File: config.mk
export PLATFORM = sky130hd
export DESIGN_NAME = ex_stage
export DESIGN_NICKNAME = d
export VERILOG_FILES = /design/src/rtl/ex_stage.sv
export SDC_FILE = /design/constraint.sdc
export NUM_CORES = 1
export LEC_CHECK = 0
export CORE_MARGIN = 10
export CORE_UTILIZATION = 47
export DETAILED_ROUTE_END_ITERATION = 10
export PLACE_DENSITY = 0.76
export SLEW_MARGIN = 30
export SYNTH_ARGS = -nofsm -noshare
export SYNTH_HDL_FRONTEND = slang
export SYNTH_SLANG_ARGS = --single-unit
export TNS_END_PERCENT = 100
File: constraint.sdc
create_clock -name clk -period 4.9 [get_ports clk]
set_input_delay 0.49 -clock clk [delete_from_list [all_inputs] [get_ports clk]]
set_output_delay 0.49 -clock clk [all_outputs]
set_load 0.05 [all_outputs]
File: src/rtl/ex_stage.sv
// rtl/ex_stage.sv - RV32 execute stage: ALU, data-memory request FSM, EX->MEM and forwarding buses; EX_MUL_EN adds an iterative multiplier
module ex_stage #(
  parameter int ID_TO_EX_BUS_WD  = 143,
  parameter int EX_TO_MEM_BUS_WD = 108,
  parameter int RDW_BUS_WD       = 39
) (
  input  logic                        clk,
  input  logic                        rst,
  input  logic                        MEM_Allow_in,
  output logic                        EX_Allow_in,
  input  logic                        ID_to_EX_Valid,
  input  logic [ID_TO_EX_BUS_WD-1:0]  ID_to_EX_Bus,
  output logic                        EX_to_MEM_Valid,
  output logic [EX_TO_MEM_BUS_WD-1:0] EX_to_MEM_Bus,
  output logic [31:0]                 Address,
  output logic                        MemRead,
  output logic                        MemWrite,
  output logic [31:0]                 Write_data,
  output logic [3:0]                  Write_strb,
  input  logic                        Mem_Req_Ready,
  output logic [RDW_BUS_WD-1:0]       rdw_EX_Bus
);

  typedef enum logic [1:0] {S_IDLE = 2'd0, S_REQ = 2'd1, S_DONE = 2'd2} mem_state_t;

  logic                       ex_valid;
  logic                       ex_ready;
  logic [ID_TO_EX_BUS_WD-1:0] bus_r;
  mem_state_t                 state_q, state_d;
  logic                       mem_rd, mem_wr;
  logic [31:0]                alu_res, result;
  logic                       mul_stall;

  logic [31:0] pc, op_a, op_b, rf_rdata2;
  logic [3:0]  alu_op;
  logic [2:0]  funct3;
  logic        load, store, wb_wen;
  logic [4:0]  rf_waddr;
  logic [1:0]  off;

  assign pc        = bus_r[142:111];
  assign op_a      = bus_r[110:79];
  assign op_b      = bus_r[78:47];
  assign rf_rdata2 = bus_r[46:15];
  assign alu_op    = bus_r[14:11];
  assign funct3    = bus_r[10:8];
  assign load      = bus_r[7];
  assign store     = bus_r[6];
  assign wb_wen    = bus_r[5];
  assign rf_waddr  = bus_r[4:0];

  // EX occupancy: follows ID valid whenever EX can take a new instruction
  always_ff @(posedge clk) begin
    if (rst)              ex_valid <= 1'b0;
    else if (EX_Allow_in) ex_valid <= ID_to_EX_Valid;
  end

  // Instruction payload register, deliberately left unreset
  always_ff @(posedge clk) begin
    if (ID_to_EX_Valid && EX_Allow_in) bus_r <= ID_to_EX_Bus;
  end

  // Single-cycle ALU; unused opcodes (and 11 without the multiplier) add
  always_comb begin
    alu_res = op_a + op_b;
    case (alu_op)
      4'd1:    alu_res = op_a - op_b;
      4'd2:    alu_res = op_a << op_b[4:0];
      4'd3:    alu_res = {31'b0, $signed(op_a) < $signed(op_b)};
      4'd4:    alu_res = {31'b0, op_a < op_b};
      4'd5:    alu_res = op_a ^ op_b;
      4'd6:    alu_res = op_a >> op_b[4:0];
      4'd7:    alu_res = $unsigned($signed(op_a) >>> op_b[4:0]);
      4'd8:    alu_res = op_a | op_b;
      4'd9:    alu_res = op_a & op_b;
      4'd10:   alu_res = op_b;
      default: alu_res = op_a + op_b;
    endcase
  end

`ifdef EX_MUL_EN
  logic        mul_busy, mul_done;
  logic [4:0]  mul_cnt;
  logic [31:0] mul_acc;
  logic        is_mul;

  assign is_mul = (alu_op == 4'd11);

  // Shift-add multiplier: one multiplier bit per cycle, armed on entry, holds until the next entry
  always_ff @(posedge clk) begin
    if (rst) begin
      mul_busy <= 1'b0;
      mul_done <= 1'b0;
      mul_cnt  <= 5'd0;
      mul_acc  <= 32'd0;
    end else if (EX_Allow_in) begin
      mul_busy <= ID_to_EX_Valid && (ID_to_EX_Bus[14:11] == 4'd11);
      mul_done <= 1'b0;
      mul_cnt  <= 5'd0;
      mul_acc  <= 32'd0;
    end else if (mul_busy) begin
      if (op_b[mul_cnt]) mul_acc <= mul_acc + (op_a << mul_cnt);
      mul_cnt <= mul_cnt + 5'd1;
      if (mul_cnt == 5'd31) begin
        mul_busy <= 1'b0;
        mul_done <= 1'b1;
      end
    end
  end

  assign mul_stall = ex_valid & is_mul & ~mul_done;
  assign result    = is_mul ? mul_acc : alu_res;
`else
  assign mul_stall = 1'b0;
  assign result    = alu_res;
`endif

  // Memory request FSM state register
  always_ff @(posedge clk) begin
    if (rst) state_q <= S_IDLE;
    else     state_q <= state_d;
  end

  // One request per load/store; readiness comes from acceptance or the multiplier
  always_comb begin
    state_d  = state_q;
    mem_rd   = 1'b0;
    mem_wr   = 1'b0;
    ex_ready = 1'b1;
    case (state_q)
      S_IDLE: begin
        if (load || store) begin
          ex_ready = 1'b0;
          if (ex_valid && MEM_Allow_in) state_d = S_REQ;
        end else begin
          ex_ready = ~mul_stall;
        end
      end
      S_REQ: begin
        mem_rd   = load;
        mem_wr   = store;
        ex_ready = Mem_Req_Ready;
        if (Mem_Req_Ready) state_d = MEM_Allow_in ? S_IDLE : S_DONE;
      end
      S_DONE: begin
        if (MEM_Allow_in) state_d = S_IDLE;
      end
      default: state_d = S_IDLE;
    endcase
  end

  // Store lane alignment from the low address bits
  always_comb begin
    Write_data = rf_rdata2 << {off, 3'b000};
    case (funct3[1:0])
      2'b00:   Write_strb = 4'b0001 << off;
      2'b01:   Write_strb = 4'b0011 << off;
      default: Write_strb = 4'b1111;
    endcase
  end

  assign off             = result[1:0];
  assign Address         = {result[31:2], 2'b00};
  assign MemRead         = mem_rd & ~rst;
  assign MemWrite        = mem_wr & ~rst;
  assign EX_Allow_in     = ~ex_valid | (ex_ready & MEM_Allow_in);
  assign EX_to_MEM_Valid = ex_valid & ex_ready & ~rst;
  assign EX_to_MEM_Bus   = {rf_rdata2, result, funct3, load, store, store, wb_wen, rf_waddr, pc};
  assign rdw_EX_Bus      = {ex_ready, wb_wen & ex_valid & ~rst, rf_waddr, result};

endmodule

### Word level (Yosys, flattened, before mapping)

Cells that the tools add are included.

| word-level totals | value |
|---|---|
| register bits after elaboration | 146 |
| bits of input ports | 148 |
| output and inout bits | 219 |
| word-level logic and storage cells | 61 |

| cells by class | value |
|---|---|
| add/sub/neg operators | 2 |
| magnitude comparators | 2 |
| equal/unequal tests | 17 |
| shift operators | 6 |
| muxes and demuxes | 12 |
| bitwise gates (word level) | 13 |
| reductions and logical operators | 6 |

Operator list:

| cell | number |
|---|---|
| 32-bit one-hot mux with 10 select lines | 1 |
| 32-bit < comparator | 2 |
| 32-bit by 5-bit left shift with 32-bit output | 2 |
| 32-bit adder | 1 |
| 32-bit AND | 1 |
| 32-bit OR | 1 |
| 32-bit by 5-bit >> shifter with 32-bit output | 1 |
| 32-bit by 5-bit >>> shifter with 32-bit output | 1 |
| 32-bit subtractor | 1 |
| 32-bit XOR | 1 |
| 4-bit by 3-bit equality test with 1-bit output, second input constant | 4 |
| 4-bit equality test, second input constant | 3 |
| 2-bit two-way mux | 5 |
| 4-bit by 2-bit equality test with 1-bit output, second input constant | 2 |
| 2-bit != test, second input constant | 4 |
| 4-bit one-hot mux with 2 select lines | 1 |
| 1-bit AND | 7 |
| 2-bit one-hot mux with 3 select lines | 1 |
| 2-bit by 1-bit equality test with 1-bit output, second input constant | 2 |
| 4-bit by 1-bit equality test with 1-bit output, second input constant | 1 |
| 2-bit logical NOT | 2 |
| 4-bit AND reduction | 1 |
| 1-bit by 2-bit left shift with 4-bit output, first input constant | 1 |
| 2-bit by 2-bit left shift with 4-bit output, first input constant | 1 |
| other kinds (7) | 11 |

### Longest topological paths before layout

| depth | value |
|---|---|
| depth after elaboration | 6 |
| gate-level depth with buffers | 19 |
| mapped depth without buffers | 14 |

### Worst setup path before layout

No wires, ideal clock.

| path | value |
|---|---|
| path type | register -> output |
| start | register bus_r[49] |
| end | output EX_to_MEM_Bus[67] |
| arrival | 5560 ps |
| data required time | 4410 ps |
| path slack | -1150 ps |
| stages on the path, launching flop included | 16 |
| path buffers | 5 |
| cell sequence | edfxtp_1 > inv_2 > buf_1 > clkbuf_1 > clkbuf_1 > ha_1 > buf_2 > nor2_1 > a221oi_1 > o211a_2 > a211oi_1 > o21ai_1 > o311ai_0 > nor3_1 > nor4_1 > buf_4 |

| on the way | value |
|---|---|
| cells in the longest elaborated chain, start to end | 2 |
| elaborated cells on any way between the ends | 6 |
| classes of those cells | add/sub (2); shift (3); mux (1) |

RTL lines:

| element | line | RTL |
|---|---|---|
| from (decl) | 28 | `logic [ID_TO_EX_BUS_WD-1:0] bus_r;` |
| from (signal assigned) | 60 | `if (ID_to_EX_Valid && EX_Allow_in) bus_r <= ID_to_EX_Bus;` |
| 32-bit adder, or another cell as far along | 77 | `default: alu_res = op_a + op_b;` |
| 32-bit one-hot mux with 10 select lines (*) | 66 | `case (alu_op)` |
| to (decl) | 14 | `output logic [EX_TO_MEM_BUS_WD-1:0] EX_to_MEM_Bus,` |

Mark *: on every way between the ends. The rest lies on a longest branch, timed or not.

### Worst setup path in the final report

| path | value |
|---|---|
| start | register bus_r[47] |
| end | output Address[28] |

| on the way | value |
|---|---|
| cells in the longest elaborated chain, start to end | 2 |
| elaborated cells on any way between the ends | 6 |
| classes of those cells | add/sub (2); shift (3); mux (1) |

RTL lines:

| element | line | RTL |
|---|---|---|
| 32-bit adder, or another cell as far along | 77 |  |
| 32-bit one-hot mux with 10 select lines (*) | 66 |  |
| to (decl) | 15 | `output logic [31:0] Address,` |

Marked as above.

==> results.md <==
- Reported leakage power: 7.951 nW
- DR WL met2: 29.24 mm
- Power dissipated by switching net loads: 0.002730 W
- Cell area after synthesis: 15100 um^2
- Post-route fraction of the period consumed by the critical path: 97.15%
- IO Pins: 367
- Biggest fanout along the worst timing path: 4
- Number of search-and-repair iterations in the first detailed-routing pass: 7
- Startpoint of the most critical hold path: state_q[1]$_SDFFE_PP0P_
- Average via count per standard cell: 6.511
- RSZ-0062 raised after global routing: no
- Async set or reset register ratio after synthesis: 0%
- Number of port buffers: 364
- Primary FF master, synth: edfxtp_1
- Maximum number of pins on one net before global-route repair: 77
- Worst supply voltage drop on vdd: 359.8 uV
- Iteration-0 DRC Markers: 1980
- Cell count of the worst hold path: 1
- Number of enable-type register cells in the synthesized netlist: 143
- Remaining number of nets flagged by the antenna check after routing: 0
- Area of combinational cells with multiple inputs: 8959 um^2
- Crit path capture type: output port
- Initial Utilization: 47.72%
- Cell area power density: 311.4 nW/um^2
- Slew of the pin with the lowest slew margin: 1.027 ns
- Total count of hold-check failures in the final report: 0
- Clock share of power: 19.9%
- Number of max-cap violations: 0
- Die footprint: 39690 um^2
- Number of synthesis warnings: 0
- Arrival time reported for the critical path endpoint: 4.27 ns
- Critical register-to-register path endpoint: bus_r[66]$_DFFE_PP_
- Clock latency on the worst-skew pair: 0.45 ns
- Number of placement rows: 65
- Sw Share: 44.22%
- Final routed wirelength across all metal layers: 63.14 mm
- DRC viols: 0
- Die width: 199.2 um
- Overall overflow remaining after global route: 0
- Final max-slew violation count: 0
- Setup total negative slack: 0 ns
- Net total in the final layout: 2120
- Core outline area: 31640 um^2
- # diodes: 0
- Internal power: 0.003443 W
- Total half-perimeter wirelength after legalization and detailed placement: 48.92 mm
- DR WL met3: 7.988 mm
- Final Setup Violations: 0
- GRT Total Usage: 31.04%
- Buffer type at the clock tree root: clkbuf_16
- Vias in the first global route: 14.24k
- Register-to-register setup slack: 2.42 ns
- Reg power frac: 25.1%
- Average instance area after synthesis: 9.078 um^2
- M1 WL: 23.35 mm
- Antenna violations before repair: 2
- Achievable Freq: 0.2101 GHz
- Sequential cell area fraction in the yosys report: 28.84%
- Kind of start point of the critical path: register
- Quantity of hold-fixing buffers added after cts: 0
- Yosys reg bits: 146
- Clock sink count: 146
- Wire per inst: 27.61 um
- Inserted Clock Buffers: 17
- Total of fill cells in the finished design: 2532
- Final clock skew: 0.008238 ns
- Highest routing layer actually used: met5
- Gate power share: 55.0%
- Number of cell instances on the worst register-to-register path: 5
- Critical path start-end classification: register to output port
- Synth cell types: 91
- Setup ws final: 0.1395 ns
- Die height: 199.2 um
- Slew margin rel.: 31.40%
- Cell count after synthesis: 1663
- Routability Congestion: 1.056
- Htree depth: 4
- CP Data Required Time: 4.41 ns
- First-pass GRT wire length: 92.77 mm
- Clock input transition at the sequential cells of the worst setup and hold paths: 0.07 ns
- Min-delay worst type: register to register
- Share of post-route cells with drive strength above 1: 18.62%
- Reg2Reg Launch Point: bus_r[6]$_DFFE_PP_
- Final min period: 4.761 ns
- Bufs on Longest Clock Path: 2
- Worst Hold End: state_q[0]$_SDFFE_PP0P_
- Clock tree from TritonCTS: built
- Storage cell area: 4354 um^2
- Result of the run: complete, no violations
- Area added between synthesis and finish: 31.29%
- DR vias: 14.89k
- Setup Slack @ Placement: 0.3579 ns
==> logic make-up (layout without fill, tap and decap cells) <==
| family | Yosys count | in the layout | synth area share [%] |
|---|---|---|---|
| mux | 136 | 136 | 13.71 |
| compound gates | 473 | 473 | 21.77 |
| other cells | 1 | 2 | 0.02484 |
| flops | 146 | 146 | 28.84 |
| buf+inv | 355 | 576 | 13.11 |
| fa+ha+maj | 99 | 99 | 8.304 |
| simple gates | 449 | 449 | 14.01 |
| xor+xnor | 4 | 4 | 0.2321 |
==> routing by layer <==
| metal | up-vias | track usage (%) |
|---|---|---|
| met2 | 1097 | 49.28 |
| met3 | 159 | 9.924 |
| met4 | 4 | 11.87 |
| met5 | - | 0 |
| li1 | 6503 | - |
| met1 | 7128 | 38.51 |
==> sequential cells by signal, indices dropped and copies added, names as in the netlist <==
| signal | count |
|---|---|
| bus_r | 143 |
| ex_valid | 1 |
| state_q | 2 |
==> area by class of cell <==
class                           count  area share [%]
Clock inverter                     14          0.5365
Multi-Input combinational cell   1163           45.20
Tap cell                          402           2.538
Timing Repair Buffer              448           25.77
Clock buffer                       17           2.146
Sequential cell                   146           21.97
Inverter                           97           1.850
==> worst max path at each step <==
stage / startpoint / to / slack [ns] / cells after the start
finish: bus_r[47]$_DFFE_PP_ / Address[28] / 0.14 / 13
global route: bus_r[47]$_DFFE_PP_ / Address[26] / 0.02 / 13
CTS: bus_r[79]$_DFFE_PP_ / Write_data[2] / 0.008 / 15
detailed placement: bus_r[47]$_DFFE_PP_ / Write_data[2] / 0.36 / 11
global placement: bus_r[47]$_DFFE_PP_ / Write_data[2] / 0.48 / 11
floorplan: bus_r[49]$_DFFE_PP_ / Write_data[16] / 0.008 / 17
==> cell usage after synthesis, types with 9 or more instances <==
cell       number  share of area [%]
clkbuf_1       72                1.8
edfxtp_1      143                 28
and2_1         14               0.58
nand3_1        17               0.56
mux4_2         56                8.4
a211o_1        10               0.58
nor2_1        160                4.0
a22oi_1        18               0.90
buf_2          17               0.56
o21ai_1        36                1.2
nand2_1       121                3.0
inv_2           9               0.22
o221ai_1       13               0.75
o21bai_1       19               0.94
a211oi_1       20               0.99
buf_4         154                7.7
a221oi_1       32                1.9
and3_1         11               0.46
nand2b_1       20               0.83
a21o_1         19               0.94
o21ai_0        52                1.7
a21oi_1       101                3.3
ha_1           97                8.0
inv_1          87                2.2
o22ai_1        15               0.62
mux2i_1        74                4.9
o2111ai_1      12               0.70
o211ai_1       30                1.5
o31ai_1         9               0.45
buf_1           9               0.22
nor3_1         32                1.1
nor2b_1        14               0.58
==> critical path: stages (launching register included) <==
cell	delay, ns
edfxtp_1	0.45
ha_1	0.28
fa_1	0.45
a21oi_1	0.19
o21bai_1	0.17
a221oi_2	0.31
a21oi_1	0.18
a221oi_2	0.25
buf_4	0.16
o21bai_2	0.12
a31o_1	0.27
and3_1	0.16
or4_1	0.59
buf_4	0.23
==> placed cells by master (no fill, tap or decap), types with 12 or more instances in the layout <==
cell             count
nor3_1              29
nand2b_1            20
a21oi_1            101
o21bai_1            18
a211oi_1            19
buf_4              120
o21ai_0             52
clkbuf_16           17
o211ai_1            30
o21ai_1             36
mux2i_1             74
nand2_1            121
ha_1                97
o22ai_1             15
a21o_1              19
and2_1              13
edfxtp_1           143
buf_12              92
a22oi_1             17
nor2_1             159
mux4_2              56
inv_1               87
nand3_1             17
a221oi_1            30
clkdlybuf4s50_1    234
o2111ai_1           12
nor2b_1             13
==> stage by stage <==
stage | utilization, % | power [W] | instances | hold slack (ns) | instance area [um^2]
2_1_floorplan | - | 0.003685 | 1664 | 0.4517 | 15180
3_3_place_gp | 60.52 | 0.004877 | 2247 | 0.4685 | 19150
3_5_place_dp | 60.52 | 0.004900 | 2247 | 0.5160 | 19150
4_1_cts | 62.30 | 0.006142 | 2280 | 0.5097 | 19710
5_1_grt | 62.65 | 0.006381 | 2287 | 0.5476 | 19820
6_report | 62.65 | 0.006172 | 2287 | 0.5211 | 19820
==> timing repair <==
| action | CTS | global route |
|---|---|---|
| pin swaps | 1 | 5 |
| endpoints found under the setup margin | 24 | 63 |
| buffers inserted | 2 | 7 |
| resized for setup | 2 | 14 |
==> power groups by stage <==
stage	combinational (W)	clock [W]	sequential, W
floorplan	0.00214	0	0.00155
global placement	0.00330	0	0.00157
detailed placement	0.00333	0	0.00157
CTS	0.00334	0.00125	0.00155
global route	0.00353	0.00130	0.00156
finish	0.00339	0.00123	0.00155
No activity file was read; power rests on OpenSTA's default activity.
